**config.mk**
```make
export PLATFORM = sky130hd
export DESIGN_NAME = vtp_fail_log_arbiter
export DESIGN_NICKNAME = d
export VERILOG_FILES = /design/src/rtl/vtp_fail_log_arbiter.sv
export SDC_FILE = /design/constraint.sdc
export NUM_CORES = 1
export LEC_CHECK = 0
export ABC_AREA = 1
export CORE_ASPECT_RATIO = 1.75
export CORE_MARGIN = 5
export CORE_UTILIZATION = 50
export DETAILED_ROUTE_END_ITERATION = 12
export PLACE_DENSITY = 0.72
export SETUP_SLACK_MARGIN = 0.5
export SLEW_MARGIN = 15
export SYNTH_ARGS = -nofsm -noshare
export SYNTH_HDL_FRONTEND = slang
export SYNTH_SLANG_ARGS = --single-unit
export TNS_END_PERCENT = 20
```
**constraint.sdc**
```tcl
create_clock -name clk -period 4.5 [get_ports clk]
set_clock_uncertainty 0.2 [all_clocks]
set_input_delay 0.45 -clock clk [delete_from_list [all_inputs] [get_ports clk]]
set_output_delay 0.45 -clock clk [all_outputs]
set_load 0.01 [all_outputs]
```
**src/rtl/vtp_fail_log_arbiter.sv**
```systemverilog
// Round-robin arbiter that funnels VTP translation-failure reports from NUM_PORTS
// sources into a shared log FIFO with saturating read/write/drop counters.
// Optional build macro VTP_FAIL_LOG_DROP_ON_FULL_EN: accept-and-drop when the log is full.
module vtp_fail_log_arbiter #(
    parameter int NUM_PORTS  = 4,
    parameter int ADDR_WIDTH = 42,
    parameter int LOG_DEPTH  = 16,
    parameter int CNT_WIDTH  = 16
) (
    input  logic                             clk,
    input  logic                             reset,
    input  logic [NUM_PORTS-1:0]             fail_valid,
    input  logic [NUM_PORTS-1:0]             fail_is_write,
    input  logic [NUM_PORTS*ADDR_WIDTH-1:0]  fail_addr,
    output logic [NUM_PORTS-1:0]             fail_ready,
    output logic                             log_valid,
    output logic [63:0]                      log_entry,
    input  logic                             log_pop,
    output logic [$clog2(LOG_DEPTH):0]       log_count,
    output logic [CNT_WIDTH-1:0]             csr_rd_fail_cnt,
    output logic [CNT_WIDTH-1:0]             csr_wr_fail_cnt,
    output logic [CNT_WIDTH-1:0]             csr_drop_cnt
);

    localparam int PTR_W = (NUM_PORTS > 1) ? $clog2(NUM_PORTS) : 1;
    localparam int AW    = $clog2(LOG_DEPTH);
    localparam int CW    = AW + 1;

    logic [PTR_W-1:0]      rr_ptr;
    logic [PTR_W-1:0]      grant_idx;
    logic                  grant_found;
    logic [7:0]            seq;
    logic [ADDR_WIDTH-1:0] addr_arr [NUM_PORTS];

    logic [63:0]           mem [LOG_DEPTH];
    logic [AW-1:0]         wr_ptr;
    logic [AW-1:0]         rd_ptr;
    logic [AW-1:0]         rd_ptr_next;
    logic [CW-1:0]         count_next;
    logic                  full;
    logic                  accept_ok;
    logic                  accept;
    logic                  push;
    logic                  pop;
    logic [63:0]           new_entry;

    for (genvar g = 0; g < NUM_PORTS; g++) begin : g_addr
        assign addr_arr[g] = fail_addr[g*ADDR_WIDTH +: ADDR_WIDTH];
    end

    // First requester at or above rr_ptr, wrapping around.
    always_comb begin
        int               j;
        logic [PTR_W-1:0] cand;
        j           = 0;
        cand        = '0;
        grant_found = 1'b0;
        grant_idx   = '0;
        for (int i = 0; i < NUM_PORTS; i++) begin
            j = int'(rr_ptr) + i;
            if (j >= NUM_PORTS) j = j - NUM_PORTS;
            cand = PTR_W'(j);
            if (!grant_found && fail_valid[cand]) begin
                grant_found = 1'b1;
                grant_idx   = cand;
            end
        end
    end

    assign full = (log_count == CW'(LOG_DEPTH));

`ifdef VTP_FAIL_LOG_DROP_ON_FULL_EN
    assign accept_ok = !reset;
`else
    assign accept_ok = !reset && !full;
`endif

    assign accept = grant_found && accept_ok;
    assign push   = accept && !full;
    assign pop    = log_pop && (log_count != '0);

    always_comb begin
        fail_ready = '0;
        if (accept) fail_ready[grant_idx] = 1'b1;
    end

    assign new_entry = {fail_is_write[grant_idx], 7'(grant_idx), seq,
                        48'({addr_arr[grant_idx], 6'b0})};

    assign rd_ptr_next = pop ? rd_ptr + 1'b1 : rd_ptr;

    always_comb begin
        count_next = log_count;
        if (push && !pop)      count_next = log_count + 1'b1;
        else if (!push && pop) count_next = log_count - 1'b1;
    end

    always_ff @(posedge clk) begin
        if (push) mem[wr_ptr] <= new_entry;
    end

    // log_entry is a registered copy of the head; bypass when the new head is being written now.
    always_ff @(posedge clk) begin
        if (reset) begin
            wr_ptr    <= '0;
            rd_ptr    <= '0;
            log_count <= '0;
            log_entry <= '0;
        end else begin
            if (push) wr_ptr <= wr_ptr + 1'b1;
            rd_ptr    <= rd_ptr_next;
            log_count <= count_next;
            if (count_next != '0) begin
                if (push && (wr_ptr == rd_ptr_next)) log_entry <= new_entry;
                else                                 log_entry <= mem[rd_ptr_next];
            end
        end
    end

    assign log_valid = (log_count != '0);

    always_ff @(posedge clk) begin
        if (reset) begin
            rr_ptr          <= '0;
            seq             <= '0;
            csr_rd_fail_cnt <= '0;
            csr_wr_fail_cnt <= '0;
        end else if (accept) begin
            rr_ptr <= (grant_idx == PTR_W'(NUM_PORTS - 1)) ? '0 : grant_idx + 1'b1;
            seq    <= seq + 8'd1;
            if (fail_is_write[grant_idx]) begin
                if (csr_wr_fail_cnt != '1) csr_wr_fail_cnt <= csr_wr_fail_cnt + 1'b1;
            end else begin
                if (csr_rd_fail_cnt != '1) csr_rd_fail_cnt <= csr_rd_fail_cnt + 1'b1;
            end
        end
    end

`ifdef VTP_FAIL_LOG_DROP_ON_FULL_EN
    always_ff @(posedge clk) begin
        if (reset)                                     csr_drop_cnt <= '0;
        else if (accept && full && csr_drop_cnt != '1) csr_drop_cnt <= csr_drop_cnt + 1'b1;
    end
`else
    assign csr_drop_cnt = '0;
`endif

endmodule
```
==> results of run 1 <==
-- flip-flops by register name, indices dropped and copies added (netlist names) --
| signal | count |
|---|---|
| rd_ptr | 4 |
| wr_ptr | 4 |
| log_entry | 53 |
| csr_wr_fail_cnt | 16 |
| log_count | 5 |
| rr_ptr | 2 |
| mem | 848 |
| seq | 8 |
| csr_rd_fail_cnt | 16 |
-- final cells by class --
cell class	instances	area (µm²)
clock buffers	110	2300
multi-input cells	3085	14200
well taps	1168	1460
repair buffers	356	3840
clock inverters	47	549
inverters	395	1490
fillers	7366	36900
flip-flops and latches	956	27600
-- repair_timing --
action,CTS,global route
cloned,2,1
setup endpoints to repair,4,31
resized for setup,2,7
pin swaps,1,0
hold buffers,0,0
hold endpoints to repair,0,0
buffers inserted,3,0
-- worst paths after layout --
check,end,cells after the start,slack [ps]
max reg2reg,log_entry[54]$_SDFFE_PP0P_,17,830
min reg2reg,csr_wr_fail_cnt[5]$_SDFFE_PP0P_,2,280
min,csr_wr_fail_cnt[5]$_SDFFE_PP0P_,2,280
max,fail_ready[2],14,680
-- where the power goes --
group          switching (µW)  internal [µW]
logic                   16600           6180
registers                 451          13400
clock network            3240           4260
total                   20300          23900
-- metrics by stage --
stage               power, µW  cells  hold slack (ps)  instance area (µm²)  setup WS [ps]
global placement        35800   5954              273                48500            683
global route            46900   6117              313                51400            505
CTS                     43900   6116              285                51400            455
floorplan               28600   4780              295                44600          -57.8
detailed placement      36100   5954              273                48500            619
finish                  44200   6117              282                51400            683
-- per-layer routing --
layer | global-route usage | vias to the layer above
li1 | - | 16200
met1 | 0.335 | 16600
met2 | 0.468 | 1864
met3 | 0.0493 | 294
met4 | 0.111 | 0
met5 | 0 | -
-- worst max-delay path, cell delays in order (launching register included) --
cell and delay [ps]:
sky130_fd_sc_hd__dfxtp_4 400, sky130_fd_sc_hd__inv_4 130, sky130_fd_sc_hd__nand2_1 60, sky130_fd_sc_hd__nand2_1 150
sky130_fd_sc_hd__nand2_1 80, sky130_fd_sc_hd__nand2_1 60, sky130_fd_sc_hd__nand2_1 90, sky130_fd_sc_hd__nand2_1 120
sky130_fd_sc_hd__nand2_4 110, sky130_fd_sc_hd__nand3_4 150, sky130_fd_sc_hd__buf_4 230, sky130_fd_sc_hd__ha_1 170
sky130_fd_sc_hd__inv_1 40, sky130_fd_sc_hd__nor2_1 140, sky130_fd_sc_hd__clkdlybuf4s50_1 590
-- cells by family (layout without fill, tap and decap cells) --
family,count (synthesis),in the layout,synth area share
simple gates,2941,2942,0.292
flops,956,956,0.621
xor+xnor,32,32,0.00630
compound gates,69,69,0.00796
fa+ha+maj,15,15,0.00422
other cells,1,27,0.0000843
buf+inv,740,908,0.0685
-- cells in the mapped netlist --
cell type / instances / area, µm²
sky130_fd_sc_hd__nor3b_1: 1 / 7.51
sky130_fd_sc_hd__and2_1: 42 / 263
sky130_fd_sc_hd__edfxtp_1: 848 / 25500
sky130_fd_sc_hd__inv_2: 21 / 78.8
sky130_fd_sc_hd__nor3_4: 1 / 16.3
sky130_fd_sc_hd__conb_1: 1 / 3.75
sky130_fd_sc_hd__nand3_1: 1014 / 5070
sky130_fd_sc_hd__nand3_2: 3 / 30.0
sky130_fd_sc_hd__nor2_1: 112 / 420
sky130_fd_sc_hd__nor2_4: 4 / 45.0
sky130_fd_sc_hd__nand3b_1: 10 / 75.1
sky130_fd_sc_hd__nand3_4: 2 / 35.0
sky130_fd_sc_hd__nand2_2: 4 / 25.0
sky130_fd_sc_hd__dfxtp_1: 108 / 2160
sky130_fd_sc_hd__xnor2_1: 16 / 140
sky130_fd_sc_hd__nand2_1: 1566 / 5880
sky130_fd_sc_hd__o21ai_1: 2 / 10.0
sky130_fd_sc_hd__clkbuf_1: 151 / 567
sky130_fd_sc_hd__nor3_1: 17 / 85.1
sky130_fd_sc_hd__buf_2: 117 / 586
sky130_fd_sc_hd__nand2_4: 1 / 11.3
sky130_fd_sc_hd__o21ai_0: 10 / 50.1
sky130_fd_sc_hd__nor4_1: 1 / 6.26
sky130_fd_sc_hd__inv_1: 374 / 1400
sky130_fd_sc_hd__buf_4: 33 / 248
sky130_fd_sc_hd__buf_1: 44 / 165
sky130_fd_sc_hd__xor2_1: 16 / 140
sky130_fd_sc_hd__nand4_1: 163 / 1020
sky130_fd_sc_hd__o31ai_1: 1 / 7.51
sky130_fd_sc_hd__o21a_1: 1 / 7.51
sky130_fd_sc_hd__ha_1: 15 / 188
sky130_fd_sc_hd__a21oi_1: 54 / 270
sky130_fd_sc_hd__o21ai_2: 1 / 8.76
==> impl_metrics.py, run 1 <==
metrics = {
    "placed_design": {
        "place_congestion": 0.869,
        "io_buffer_count": 273,
        "detailed_place_hpwl_um": 72100,
    },
    "clocking": {
        "cts-root-buf": "sky130_fd_sc_hd__clkbuf_16",
        "clk_transition_reported_paths_ps": 60,
        "clock-sinks": 956,
        "cts.path.max_buffers": 3,
        "clock_insertion_delay_worst_skew_ps": 660,
        "tritoncts_clock_tree": "yes",
        "cts_inserted_buffers": 84,
        "clock_tree.htree_level_count": 3,
    },
    "synth": {
        "ys_warn_count": 0,
        "synth.avg_cell_area_um2": 9.36,
        "postSynthRegisterBits": 956,
        "synth.cell_area_um2": 44500,
        "ys_seq_area_frac": 0.621,
        "ys_types": 33,
        "synthesis.instances": 4754,
    },
    "finish": {
        "most_common_cell_after_layout_fill_and_taps_aside": "sky130_fd_sc_hd__nand2_1",
        "num_antenna_cells": 0,
        "final_core_utilization": 0.583,
        "layout-area-overhead-vs-synth_pct": 15.6,
        "layout_common_cells": "sky130_fd_sc_hd__nand2_1 (1,558), sky130_fd_sc_hd__nand3_1 (1,012), sky130_fd_sc_hd__edfxtp_1 (848), sky130_fd_sc_hd__inv_1 (373), sky130_fd_sc_hd__clkdlybuf4s50_1 (272)",
        "fraction_of_final_layout_cells_with_drive_strength_greater_than_1": 0.0564,
        "final_net_count": 5072,
    },
    "timing": {
        "timing.setup.tns_ps": 0,
        "hold_violations": 0,
        "timing.max_slew.rel_slack": 0.251,
        "highest_clock_rate_ghz": 0.262,
        "fin_crit_ps": 3820,
        "final_max_slew_viol_count": 0,
        "timing.final.crit_share": 0.848,
        "final-setup-viol-count": 0,
        "unrepaired_setup_endpoints_after_global_routing": "no",
        "worst-slew-pin-transition_ps": 1120,
    },
    "die": {
        "dieHeight_um": 405,
        "num_io_pins": 301,
        "core_um2": 88300,
        "num_rows": 144,
        "die-area_um2": 95300,
        "fp.dieW_um": 235,
        "initial_core_util": 0.504,
    },
    "global_routing": {
        "via_count_of_the_first_global_routing_pass": 33900,
        "antenna_found_initial": 4,
        "grt_first_pass_wirelength_um": 199000,
        "grt_max_degree": 202,
        "globalRoute.totalOverflow": 0,
        "gr-usage-all-layers": 0.270,
    },
    "setup_path": {
        "critical_path_arrival_ps": 3170,
        "critPathRequiredTime_ps": 3850,
        "reg2reg_from": "log_count[0]$_SDFF_PP0_",
        "setup.worst_path.class": "flip-flop to output port",
        "crit_path_start": "rr_ptr[0]$_SDFFE_PP0N_",
        "startpoint_type": "flip-flop",
        "worst_setup_path_end_kind": "output port",
        "worstPathMaxFanout": 11,
    },
    "outcome": {
        "run_status": "finished clean",
    },
    "drt": {
        "mean_number_of_vias_per_cell": 5.70,
        "routed_wl_um": 134000,
        "wirelength_met1_um": 48800,
        "dr.first_iter.drc_count": 3674,
        "number_of_nets_still_failing_antenna_checks_after_routing": 0,
        "maxUsedRoutingLayer": "met4",
        "sum_of_met3_wire_segment_lengths_after_detailed_routing_um": 12900,
        "drt_first_pass_iters": 5,
        "route.met2.wl_um": 66400,
        "mean_routed_wirelength_per_cell_um": 21.8,
        "detail_route.drc_violations": 0,
        "route.vias.total": 34900,
    },
    "min_path": {
        "min_delay_startpoint": "csr_wr_fail_cnt[5]$_SDFFE_PP0P_",
        "hold_path.class": "flip-flop to flip-flop",
    },
    "power": {
        "p_leak_uw": 0.0208,
        "irDropWorstVdd_v": 0.000880,
        "power_density_nw_per_um2": 859,
    },
    "job": {
        "drv.max_cap_violation_count": 0,
    },
}
No activity file was read; power rests on OpenSTA's default activity.
==> run 2, diff against run 1 <==
==> constraint.sdc (replaced) <==
create_clock -name clk -period 3.5 [get_ports clk]
set_clock_uncertainty 0.2 [all_clocks]
set_input_delay 0.35 -clock clk [delete_from_list [all_inputs] [get_ports clk]]
set_output_delay 0.35 -clock clk [all_outputs]
set_load 0.01 [all_outputs]
==> run 2 against run 1 <==
  * Largest cell class unchanged
  * Critical endpoint is now fail_ready[0]
  * Utilization increased by 2.1 points
  * Non-clock buffer count increased by 107
  * Global-route usage increased by 0.40 points
  * Clock power increased by 27%
  * Critical path depth decreased by 2
  * Critical path type unchanged
  * Flip-flop and latch count unchanged
  * Cell area increased by 3.6%
  * Clock-buffer cell count increased by 3
  * Sequential share of layout area decreased by 1.9 points
  * Sequential power increased by 27%
==> impl_metrics.py, run 2 (same netlist as run 1, synthesis figures left out) <==
metrics = {
    "setup_path": {
        "number_of_cell_instances_on_the_worst_register_to_register_path": 15,
        "crit_path_start": "rr_ptr[0]$_SDFFE_PP0N_",
        "startpoint_type": "flip-flop",
        "reg2reg_from": "rr_ptr[0]$_SDFFE_PP0N_",
        "critical_r2r_capture": "mem[10][7]$_DFFE_PP_",
        "critical_path_arrival_ps": 2520,
        "r2r_setup_slack_ps": 440,
        "worstPathMaxFanout": 6,
        "worst_setup_path_end_kind": "output port",
        "critical_path.endpoint": "fail_ready[0]",
        "setup.worst_path.class": "flip-flop to output port",
        "critPathRequiredTime_ps": 2950,
    },
    "finish": {
        "most_common_cell_after_layout_fill_and_taps_aside": "sky130_fd_sc_hd__nand2_1",
        "number_of_flip_flops_under_the_largest_register_name": 848,
        "layout.filler_cells": 7154,
        "layout_common_cells": "sky130_fd_sc_hd__nand2_1 (1,534), sky130_fd_sc_hd__nand3_1 (999), sky130_fd_sc_hd__edfxtp_1 (848), sky130_fd_sc_hd__inv_1 (366), sky130_fd_sc_hd__clkdlybuf4s50_1 (269)",
        "area_occupied_by_registers_um2": 27600,
        "layout_top_registers": "mem: 848 flops, log_entry: 53 flops",
        "fraction_of_final_layout_cells_with_drive_strength_greater_than_1": 0.0893,
        "register_name_with_the_most_flops": "mem",
        "multi_input_area_um2": 14400,
        "layout-area-overhead-vs-synth_pct": 19.8,
        "final_net_count": 5181,
    },
    "timing": {
        "unrepaired_setup_endpoints_after_global_routing": "yes",
        "timing.max_slew.rel_slack": 0.328,
        "final_max_slew_viol_count": 0,
        "hold_violations": 0,
        "worst-slew-pin-transition_ps": 1010,
        "timing.final.crit_share": 0.877,
        "layout_setup_ws_ps": 431,
        "timing.setup.tns_ps": 0,
        "final-setup-viol-count": 0,
        "fin_crit_ps": 3070,
        "highest_clock_rate_ghz": 0.326,
    },
    "drt": {
        "number_of_nets_still_failing_antenna_checks_after_routing": 0,
        "wirelength_met1_um": 50700,
        "drt_first_pass_iters": 7,
        "maxUsedRoutingLayer": "met5",
        "route.met2.wl_um": 67400,
        "route.vias.total": 36000,
        "detail_route.drc_violations": 0,
        "dr.first_iter.drc_count": 4198,
        "routed_wl_um": 139000,
        "sum_of_met3_wire_segment_lengths_after_detailed_routing_um": 15100,
        "mean_number_of_vias_per_cell": 5.78,
        "mean_routed_wirelength_per_cell_um": 22.4,
    },
    "die": {
        "fp.dieW_um": 235,
        "initial_core_util": 0.504,
        "dieHeight_um": 405,
        "core_um2": 88300,
        "die-area_um2": 95300,
        "num_rows": 144,
        "num_io_pins": 301,
    },
    "power": {
        "p_leak_uw": 0.0216,
        "share_clk_of_total_power": 0.157,
        "power.sequential.fraction": 0.293,
        "power_density_nw_per_um2": 1130,
        "combinationalPowerShare": 0.550,
        "total_switching_power_uw": 27700,
        "netSwitchingFraction": 0.458,
        "intPower_uw": 32800,
        "irDropWorstVdd_v": 0.00104,
    },
    "clocking": {
        "cts_inserted_buffers": 86,
        "clock_tree.htree_level_count": 3,
        "cts-root-buf": "sky130_fd_sc_hd__clkbuf_16",
        "clock_insertion_delay_worst_skew_ps": 690,
        "cts.path.max_buffers": 3,
        "clock-sinks": 956,
        "cts_hold_buffers": 0,
        "clk_transition_reported_paths_ps": 70,
        "tritoncts_clock_tree": "yes",
    },
    "global_routing": {
        "grt_first_pass_wirelength_um": 204000,
        "antenna_found_initial": 4,
        "grt_max_degree": 135,
        "gr-usage-all-layers": 0.274,
        "via_count_of_the_first_global_routing_pass": 34400,
        "globalRoute.totalOverflow": 0,
    },
    "placed_design": {
        "detailedPlace.worstSlack_ps": 72.1,
        "detailed_place_hpwl_um": 76500,
        "place_congestion": 0.925,
        "io_buffer_count": 273,
    },
    "min_path": {
        "hold_path.class": "flip-flop to flip-flop",
    },
    "outcome": {
        "run_status": "finished clean",
    },
    "job": {
        "drv.max_cap_violation_count": 0,
    },
}
run 2: what timing repair did:
action | 4_1_cts | 5_1_grt
buffers inserted | 16 | 10
gates resized for setup | 77 | 56
cloned | 2 | 13
pin swaps | 18 | 15
setup endpoints to repair | 428 | 590
run 2: worst min-delay path by stage:
stage / from / cells past startpoint / endpoint / slack [ps]
2_1_floorplan: csr_wr_fail_cnt[5]$_SDFFE_PP0P_ / 2 / csr_wr_fail_cnt[5]$_SDFFE_PP0P_ / 290
6_report: csr_wr_fail_cnt[15]$_SDFFE_PP0P_ / 2 / csr_wr_fail_cnt[15]$_SDFFE_PP0P_ / 290
3_3_place_gp: csr_wr_fail_cnt[15]$_SDFFE_PP0P_ / 2 / csr_wr_fail_cnt[15]$_SDFFE_PP0P_ / 270
3_5_place_dp: csr_rd_fail_cnt[15]$_SDFFE_PP0P_ / 2 / csr_rd_fail_cnt[15]$_SDFFE_PP0P_ / 280
5_1_grt: csr_rd_fail_cnt[15]$_SDFFE_PP0P_ / 2 / csr_rd_fail_cnt[15]$_SDFFE_PP0P_ / 320
4_1_cts: csr_rd_fail_cnt[15]$_SDFFE_PP0P_ / 2 / csr_rd_fail_cnt[15]$_SDFFE_PP0P_ / 290
run 2: layer usage:
layer / track usage / up-vias
met5: 0 / -
met3: 0.0515 / 355
met1: 0.351 / 17100
met2: 0.459 / 2171
met4: 0.115 / 4
li1: - / 16400
run 2: area by class of cell:
cell class	instances	area share
inverters	395	0.0282
repair buffers	463	0.102
diodes	1	0.0000470
flip-flops and latches	956	0.519
clock buffers	113	0.0435
multi-input cells	3085	0.271
well taps	1168	0.0274
clock inverters	49	0.00925
run 2: critical path: stages, from the launching register on:
cell,delay [ps]
sky130_fd_sc_hd__dfxtp_4,400
sky130_fd_sc_hd__buf_6,150
sky130_fd_sc_hd__nand2_2,70
sky130_fd_sc_hd__nand3_2,90
sky130_fd_sc_hd__nand2_2,80
sky130_fd_sc_hd__nor2_4,190
sky130_fd_sc_hd__nand4_1,160
sky130_fd_sc_hd__nand2_4,150
sky130_fd_sc_hd__buf_8,120
sky130_fd_sc_hd__ha_1,140
sky130_fd_sc_hd__inv_1,40
sky130_fd_sc_hd__nor2_2,100
sky130_fd_sc_hd__buf_2,150
run 2: stage by stage:
step                power [µW]  std cells  instance area (µm²)  utilization  hold WS, ps
floorplan                36700       4780                44700            -          295
global placement         47900       6026                49500        0.560          268
detailed placement       48300       6026                49500        0.560          278
CTS                      58400       6206                52600        0.596          290
global route             63900       6229                53300        0.604          317
finish                   60500       6230                53300        0.604          292
run 2: power groups by stage:
stage,registers (µW),clock network [µW],logic [µW]
3_3_place_gp,17900,0,30000
2_1_floorplan,17900,0,18800
4_1_cts,17700,9570,31200
5_1_grt,17800,10000,36100
6_report,17700,9490,33200
3_5_place_dp,17900,0,30400
